**src/rtl/recon_pkg.sv**
```systemverilog
// Shared types and constants for the intra-loop reconstruction sequencer.
package recon_pkg;

  typedef enum logic [2:0] {IDLE, EXTRACT, PREDICT, SAVE, DONE} seq_state_t;

  localparam logic [2:0] PH_EXTRACT = 3'b001;
  localparam logic [2:0] PH_PREDICT = 3'b010;
  localparam logic [2:0] PH_SAVE    = 3'b100;

  function automatic int unsigned num_mb(input int unsigned w, input int unsigned l);
    return (w / 4) * (l / 4);
  endfunction

endpackage

```
**src/rtl/recon_sequencer_if.sv**
```systemverilog
// Block handshake, saver feedback and phase/block-number bus of the reconstruction sequencer.
interface recon_sequencer_if;
  logic        start;
  logic        blk_valid;
  logic        blk_ready;
  logic        fb_luma4x4;
  logic        fb_chromab8x8;
  logic        fb_chromar8x8;
  logic [2:0]  enabler;
  logic [31:0] mbnumber_luma4x4;
  logic [31:0] mbnumber_chromab8x8;
  logic [31:0] mbnumber_chromar8x8;
  logic        busy;
  logic        frame_done;

  modport master (
    input  start, blk_valid, fb_luma4x4, fb_chromab8x8, fb_chromar8x8,
    output blk_ready, enabler, mbnumber_luma4x4, mbnumber_chromab8x8, mbnumber_chromar8x8,
    output busy, frame_done
  );

  modport slave (
    output start, blk_valid, fb_luma4x4, fb_chromab8x8, fb_chromar8x8,
    input  blk_ready, enabler, mbnumber_luma4x4, mbnumber_chromab8x8, mbnumber_chromar8x8,
    input  busy, frame_done
  );
endinterface

```
**src/rtl/recon_blk_counter.sv**
```systemverilog
// Luma 4x4 block index for the current frame, with clear/increment and last-block flag.
module recon_blk_counter #(
  parameter int unsigned NUM_MB = 8
) (
  input  logic        clk,
  input  logic        reset,
  input  logic        clear,
  input  logic        inc,
  output logic [31:0] count,
  output logic        last
);

  always_ff @(posedge clk) begin
    if (reset) begin
      count <= '0;
    end else if (clear) begin
      count <= '0;
    end else if (inc) begin
      count <= count + 32'd1;
    end
  end

  assign last = (count == 32'(NUM_MB - 1));

endmodule

```
**src/rtl/recon_sequencer.sv**
```systemverilog
// Frame-level phase sequencer for the intra-loop reconstructor.
// Define RECON_SEQ_PERF_EN to add the stall_cycles/save_cycles performance counters.
module recon_sequencer
  import recon_pkg::*;
#(
  parameter int unsigned WIDTH       = 1280,
  parameter int unsigned LENGTH      = 720,
  parameter int unsigned EXTRACT_CYC = 1
) (
  input  logic                clk,
  input  logic                reset,
  recon_sequencer_if.master   bus
`ifdef RECON_SEQ_PERF_EN
  ,
  output logic [31:0]         stall_cycles,
  output logic [31:0]         save_cycles
`endif
);

  localparam int unsigned NUM_MB   = num_mb(WIDTH, LENGTH);
  localparam logic [3:0]  EXT_LAST = 4'(EXTRACT_CYC - 1);

  seq_state_t  state_q;
  logic [2:0]  enabler_q;
  logic [3:0]  ph_cnt_q;
  logic        frame_done_q;

  logic        fb_all;
  logic        accept;
  logic        blk_clear;
  logic        blk_inc;
  logic        blk_last;
  logic [31:0] blk_num;

  // Feedbacks must coincide; staggered arrivals never complete a save.
  assign fb_all    = bus.fb_luma4x4 && bus.fb_chromab8x8 && bus.fb_chromar8x8;
  assign accept    = (state_q == PREDICT) && bus.blk_valid;
  assign blk_clear = (state_q == IDLE) && bus.start;
  assign blk_inc   = (state_q == SAVE) && fb_all && !blk_last;

  recon_blk_counter #(
    .NUM_MB (NUM_MB)
  ) u_blk_counter (
    .clk   (clk),
    .reset (reset),
    .clear (blk_clear),
    .inc   (blk_inc),
    .count (blk_num),
    .last  (blk_last)
  );

  always_ff @(posedge clk) begin
    if (reset) begin
      state_q      <= IDLE;
      enabler_q    <= '0;
      ph_cnt_q     <= '0;
      frame_done_q <= 1'b0;
    end else begin
      frame_done_q <= 1'b0;
      unique case (state_q)
        IDLE: begin
          if (bus.start) begin
            state_q   <= EXTRACT;
            enabler_q <= PH_EXTRACT;
            ph_cnt_q  <= '0;
          end
        end
        EXTRACT: begin
          if (ph_cnt_q == EXT_LAST) begin
            state_q   <= PREDICT;
            enabler_q <= PH_PREDICT;
            ph_cnt_q  <= '0;
          end else begin
            ph_cnt_q <= ph_cnt_q + 4'd1;
          end
        end
        PREDICT: begin
          if (accept) begin
            state_q   <= SAVE;
            enabler_q <= PH_SAVE;
          end
        end
        SAVE: begin
          if (fb_all) begin
            if (blk_last) begin
              state_q      <= DONE;
              enabler_q    <= '0;
              frame_done_q <= 1'b1;
            end else begin
              state_q   <= EXTRACT;
              enabler_q <= PH_EXTRACT;
            end
          end
        end
        DONE: begin
          state_q <= IDLE;
        end
        default: begin
          state_q   <= IDLE;
          enabler_q <= '0;
        end
      endcase
    end
  end

  assign bus.blk_ready           = accept;
  assign bus.enabler             = enabler_q;
  assign bus.busy                = (state_q != IDLE);
  assign bus.frame_done          = frame_done_q;
  assign bus.mbnumber_luma4x4    = blk_num;
  assign bus.mbnumber_chromab8x8 = blk_num >> 2;
  assign bus.mbnumber_chromar8x8 = blk_num >> 2;

`ifdef RECON_SEQ_PERF_EN
  always_ff @(posedge clk) begin
    if (reset || blk_clear) begin
      stall_cycles <= '0;
      save_cycles  <= '0;
    end else begin
      if ((state_q == PREDICT) && !bus.blk_valid && (stall_cycles != '1)) begin
        stall_cycles <= stall_cycles + 32'd1;
      end
      if ((state_q == SAVE) && !fb_all && (save_cycles != '1)) begin
        save_cycles <= save_cycles + 32'd1;
      end
    end
  end
`endif

  enabler_onehot_a: assert property (@(posedge clk) disable iff (reset) $onehot0(enabler_q));

endmodule

```
**src/flat_wrapper.sv**
```systemverilog
// flat-port wrapper written by rule: the top's interface ports become plain ports
module recon_sequencer_flat import recon_pkg::*;
#(
  parameter int unsigned WIDTH       = 1280,
  parameter int unsigned LENGTH      = 720,
  parameter int unsigned EXTRACT_CYC = 1
)
  (clk, reset, bus_start, bus_blk_valid, bus_fb_luma4x4, bus_fb_chromab8x8, bus_fb_chromar8x8, bus_blk_ready, bus_enabler, bus_mbnumber_luma4x4, bus_mbnumber_chromab8x8, bus_mbnumber_chromar8x8, bus_busy, bus_frame_done);
  recon_sequencer_if bus_i ();
  input  logic clk;
  input  logic reset;
  input wire logic [$bits(bus_i.start)-1:0] bus_start;
  input wire logic [$bits(bus_i.blk_valid)-1:0] bus_blk_valid;
  input wire logic [$bits(bus_i.fb_luma4x4)-1:0] bus_fb_luma4x4;
  input wire logic [$bits(bus_i.fb_chromab8x8)-1:0] bus_fb_chromab8x8;
  input wire logic [$bits(bus_i.fb_chromar8x8)-1:0] bus_fb_chromar8x8;
  output wire logic [$bits(bus_i.blk_ready)-1:0] bus_blk_ready;
  output wire logic [$bits(bus_i.enabler)-1:0] bus_enabler;
  output wire logic [$bits(bus_i.mbnumber_luma4x4)-1:0] bus_mbnumber_luma4x4;
  output wire logic [$bits(bus_i.mbnumber_chromab8x8)-1:0] bus_mbnumber_chromab8x8;
  output wire logic [$bits(bus_i.mbnumber_chromar8x8)-1:0] bus_mbnumber_chromar8x8;
  output wire logic [$bits(bus_i.busy)-1:0] bus_busy;
  output wire logic [$bits(bus_i.frame_done)-1:0] bus_frame_done;
  assign bus_i.start = bus_start;
  assign bus_i.blk_valid = bus_blk_valid;
  assign bus_i.fb_luma4x4 = bus_fb_luma4x4;
  assign bus_i.fb_chromab8x8 = bus_fb_chromab8x8;
  assign bus_i.fb_chromar8x8 = bus_fb_chromar8x8;
  assign bus_blk_ready = bus_i.blk_ready;
  assign bus_enabler = bus_i.enabler;
  assign bus_mbnumber_luma4x4 = bus_i.mbnumber_luma4x4;
  assign bus_mbnumber_chromab8x8 = bus_i.mbnumber_chromab8x8;
  assign bus_mbnumber_chromar8x8 = bus_i.mbnumber_chromar8x8;
  assign bus_busy = bus_i.busy;
  assign bus_frame_done = bus_i.frame_done;
  recon_sequencer #(.WIDTH(WIDTH), .LENGTH(LENGTH), .EXTRACT_CYC(EXTRACT_CYC)) u_core (.clk(clk), .reset(reset), .bus(bus_i));
endmodule
```
**config.mk**
```make
export PLATFORM = sky130hd
export DESIGN_NAME = recon_sequencer_flat
export DESIGN_NICKNAME = d
export VERILOG_FILES = /design/src/rtl/recon_pkg.sv /design/src/rtl/recon_sequencer_if.sv /design/src/rtl/recon_blk_counter.sv /design/src/rtl/recon_sequencer.sv /design/src/flat_wrapper.sv
export SDC_FILE = /design/constraint.sdc
export NUM_CORES = 1
export LEC_CHECK = 0
export BUFFER_PORTS_ARGS = -buffer_cell sky130_fd_sc_hd__buf_4
export CORE_AREA = 2 2 78 80
export DETAILED_ROUTE_END_ITERATION = 10
export DIE_AREA = 0 0 80 82
export GPL_TIMING_DRIVEN = 0
export PLACE_DENSITY = 0.77
export SLEW_MARGIN = 25
export SYNTH_ARGS = -nofsm -noshare
export SYNTH_HDL_FRONTEND = slang
export SYNTH_SLANG_ARGS = --single-unit
```
**constraint.sdc**
```tcl
create_clock -name clk -period 2.6 [get_ports clk]
set_clock_uncertainty 0.15 [all_clocks]
set_input_delay 0.26 -clock clk [delete_from_list [all_inputs] [get_ports clk]]
set_output_delay 0.26 -clock clk [all_outputs]
set_load 0.1 [all_outputs]
```
==> impl_metrics.env <==
export IMPL_yosysSeqAreaShare_pct=31.6
export IMPL_via_per_inst=5.27
export IMPL_cts_root_buf="clkbuf_8"
export IMPL_die_area_mm2=0.00656
export IMPL_dp_hpwl_mm=5.12
export IMPL_ctsLongestPathBuffers=2
export IMPL_fillers=533
export IMPL_synth_edff_count=0
export IMPL_synth_most_common_cell="buf_4"
export IMPL_diodes=0
export IMPL_finalCriticalPeriod_ns=2.44
export IMPL_grt_max_degree=13
export IMPL_grt_pass1_wl_mm=11.0
export IMPL_final_nets=462
export IMPL_top_usage_layer="met2"
export IMPL_use_met2_pct=35.8
export IMPL_wirelength_mm=6.81
export IMPL_die_h_um=82
export IMPL_arrival_ns=2.50
export IMPL_grtUsageTotal_pct=20.7
export IMPL_use_met3_pct=3.85
export IMPL_drv_slew=0
export IMPL_grt_overflow=0
export IMPL_final_antenna_net_count=0
export IMPL_floorplan_rows=28
export IMPL_avgSynthCellArea_um2=8.08
export IMPL_status="finished, final reports clean"
export IMPL_syn_area_mm2=0.00272
export IMPL_synthTopCellsByArea="dfxtp_1, buf_4, a21oi_1"
export IMPL_start_kind="flop"
export IMPL_cellLeakagePower_nw=1.77
export IMPL_initial_core_util_pct=47.4
export IMPL_antenna_found_initial=0
export IMPL_min_path_type="input pin to flop"
export IMPL_path_clk_slew_ns=0.08
export IMPL_synth_cell_types=44
export IMPL_hold_path_depth=4
export IMPL_fin_tns_setup_ns=0
export IMPL_wire_per_inst_um=12.9
export IMPL_area_delta_synth_final_pct=36.7
export IMPL_clkLatencyLatePin_ns=0.30
export IMPL_grt_pass1_vias=2499
export IMPL_holdWs_ns=0.185
export IMPL_drtPass1Iterations=4
export IMPL_required_ns=2.67
export IMPL_fp_coreArea_mm2=0.00575
export IMPL_hold_viol_final=0
export IMPL_reg2regPathDepth=7
export IMPL_slew_headroom_pct=59.4
export IMPL_cts_resized=0
export IMPL_synth_seq_cells=43
export IMPL_pin_count=109
export IMPL_h_tree_depth=2
export IMPL_port_buffers=104
export IMPL_die_width_um=80
export IMPL_cts_buffers=5
export IMPL_synth_cells=337
export IMPL_utilization_pct=64.7
export IMPL_critPathMaxFanout=10
export IMPL_drt_iter0_drc=137
export IMPL_yosys_warnings=0
export IMPL_grtUsageMet1_pct=26.1
export IMPL_synth_common_cells="buf_4, dfxtp_1, a21oi_1"
export IMPL_cts_sinks=43
export IMPL_cts_hold_fix_buffers=0
export IMPL_post_route_period_util_pct=93.7
export IMPL_rsz0062_at_grt="false"
export IMPL_gp_congestion=0.798
export IMPL_cts_tree="yes"
export IMPL_crit_type="flop to flop"
export IMPL_setup_viol=0
export IMPL_p_per_area_mw_per_mm2=353
export IMPL_yosysTopAreaCell="dfxtp_1"
export IMPL_drc=0
export IMPL_ir_drop_mv=0.236
export IMPL_ys_async_sr_fraction_pct=0
export IMPL_vias=2778
export IMPL_synthFlopType="dfxtp_1"
export IMPL_end_kind="flop"
export IMPL_max_freq_ghz=0.410
export IMPL_drv_cap=0
export IMPL_tightest_slew_ns=0.604
export IMPL_drive_gt1_share_pct=46.5
export IMPL_synth_top_cell_area_share_pct=31.6
==> logic make-up after synthesis <==
group | synth area share, %
flops | 31.6
buf+inv | 22.0
compound gates | 17.1
fa+ha+maj | 1.38
simple gates | 26.6
other cells | 0.138
xor+xnor | 0.322
mux | 0.782
==> placed cells by master (no fill, tap or decap), drive strengths merged, types with 8 or more instances in the layout <==
cell    synthesis  final
a21oi          34     34
and3            8      8
buf            75    180
clkbuf          4     10
dfxtp          43     43
inv            10     10
nand2          15     15
nand3          18     18
nand4          10     10
nor2           16     16
o21ai          22     22
o31ai           9      9
or3            19     19
or4            10     10
==> sequential cells by signal, summed over array words and instances, names as in the netlist <==
signal and cells:
u_core.bus.enabler 3, u_core.bus.frame_done 1, u_core.ph_cnt_q 4, u_core.state_q 3, u_core.u_blk_counter.count 32
==> final cells by class <==
type / count / area, µm² / share of cell area (%)
clock buffer: 6 / 82.6 / 2.22
sequential: 43 / 878 / 23.6
timing repair buffer: 105 / 788 / 21.2
inverter: 10 / 37.5 / 1.01
tap: 75 / 93.8 / 2.52
buffer: 79 / 562 / 15.1
clock inverter: 1 / 5.00 / 0.135
multi-input combinational: 208 / 1270 / 34.2
==> critical path: stages (launching register included) <==
cell     delay (ns)
dfxtp_1        0.40
nor4_1         0.32
nand4_1        0.28
o31ai_2        0.37
buf_2          0.28
buf_2          0.26
o21ai_0        0.14
a21oi_1        0.16
==> metrics by stage <==
| step | total power, mW | instance area [µm²] | std cells | setup slack [ns] |
|---|---|---|---|---|
| final | 1.31 | 3720 | 527 | 0.164 |
| after global placement | 0.894 | 3620 | 519 | 0.248 |
| after floorplan | 0.855 | 2750 | 340 | 0.0279 |
| after global routing | 1.37 | 3720 | 527 | 0.0160 |
| after detailed placement | 0.897 | 3620 | 519 | 0.245 |
| after CTS | 1.32 | 3710 | 526 | 0.170 |
==> power by group <==
group	internal [mW]	leakage (nW)	switching [mW]	total (mW)
combinational	0.0511	1.37	0.156	0.207
clock	0.209	0.0470	0.226	0.434
sequential	0.667	0.354	0.00661	0.673
total	0.927	1.77	0.388	1.31
==> metal layers <==
layer | wire, µm | up-vias
met3 | 501 | 6
met5 | 0 | -
li1 | - | 1377
met1 | 2870 | 1287
met4 | 55 | 0
met2 | 3380 | 108
==> path summary, 6_finish.rpt <==
kind         slack [ns]                        endpoint                      startpoint
max                0.16  u_core.u_blk_counter.count[17]  u_core.u_blk_counter.count[24]
min                0.18  u_core.u_blk_counter.count[18]                           reset
max reg2reg        0.16  u_core.u_blk_counter.count[17]  u_core.u_blk_counter.count[24]
min reg2reg        0.33           u_core.bus.enabler[0]           u_core.bus.enabler[0]
==> timing repair <==
| action | 4_1_cts | 5_1_grt |
|---|---|---|
| hold endpoints to repair | 0 | 0 |
| setup endpoints to repair | 0 | 2 |
| setup buffers | 0 | 1 |
(Power assumes the default switching activity.)
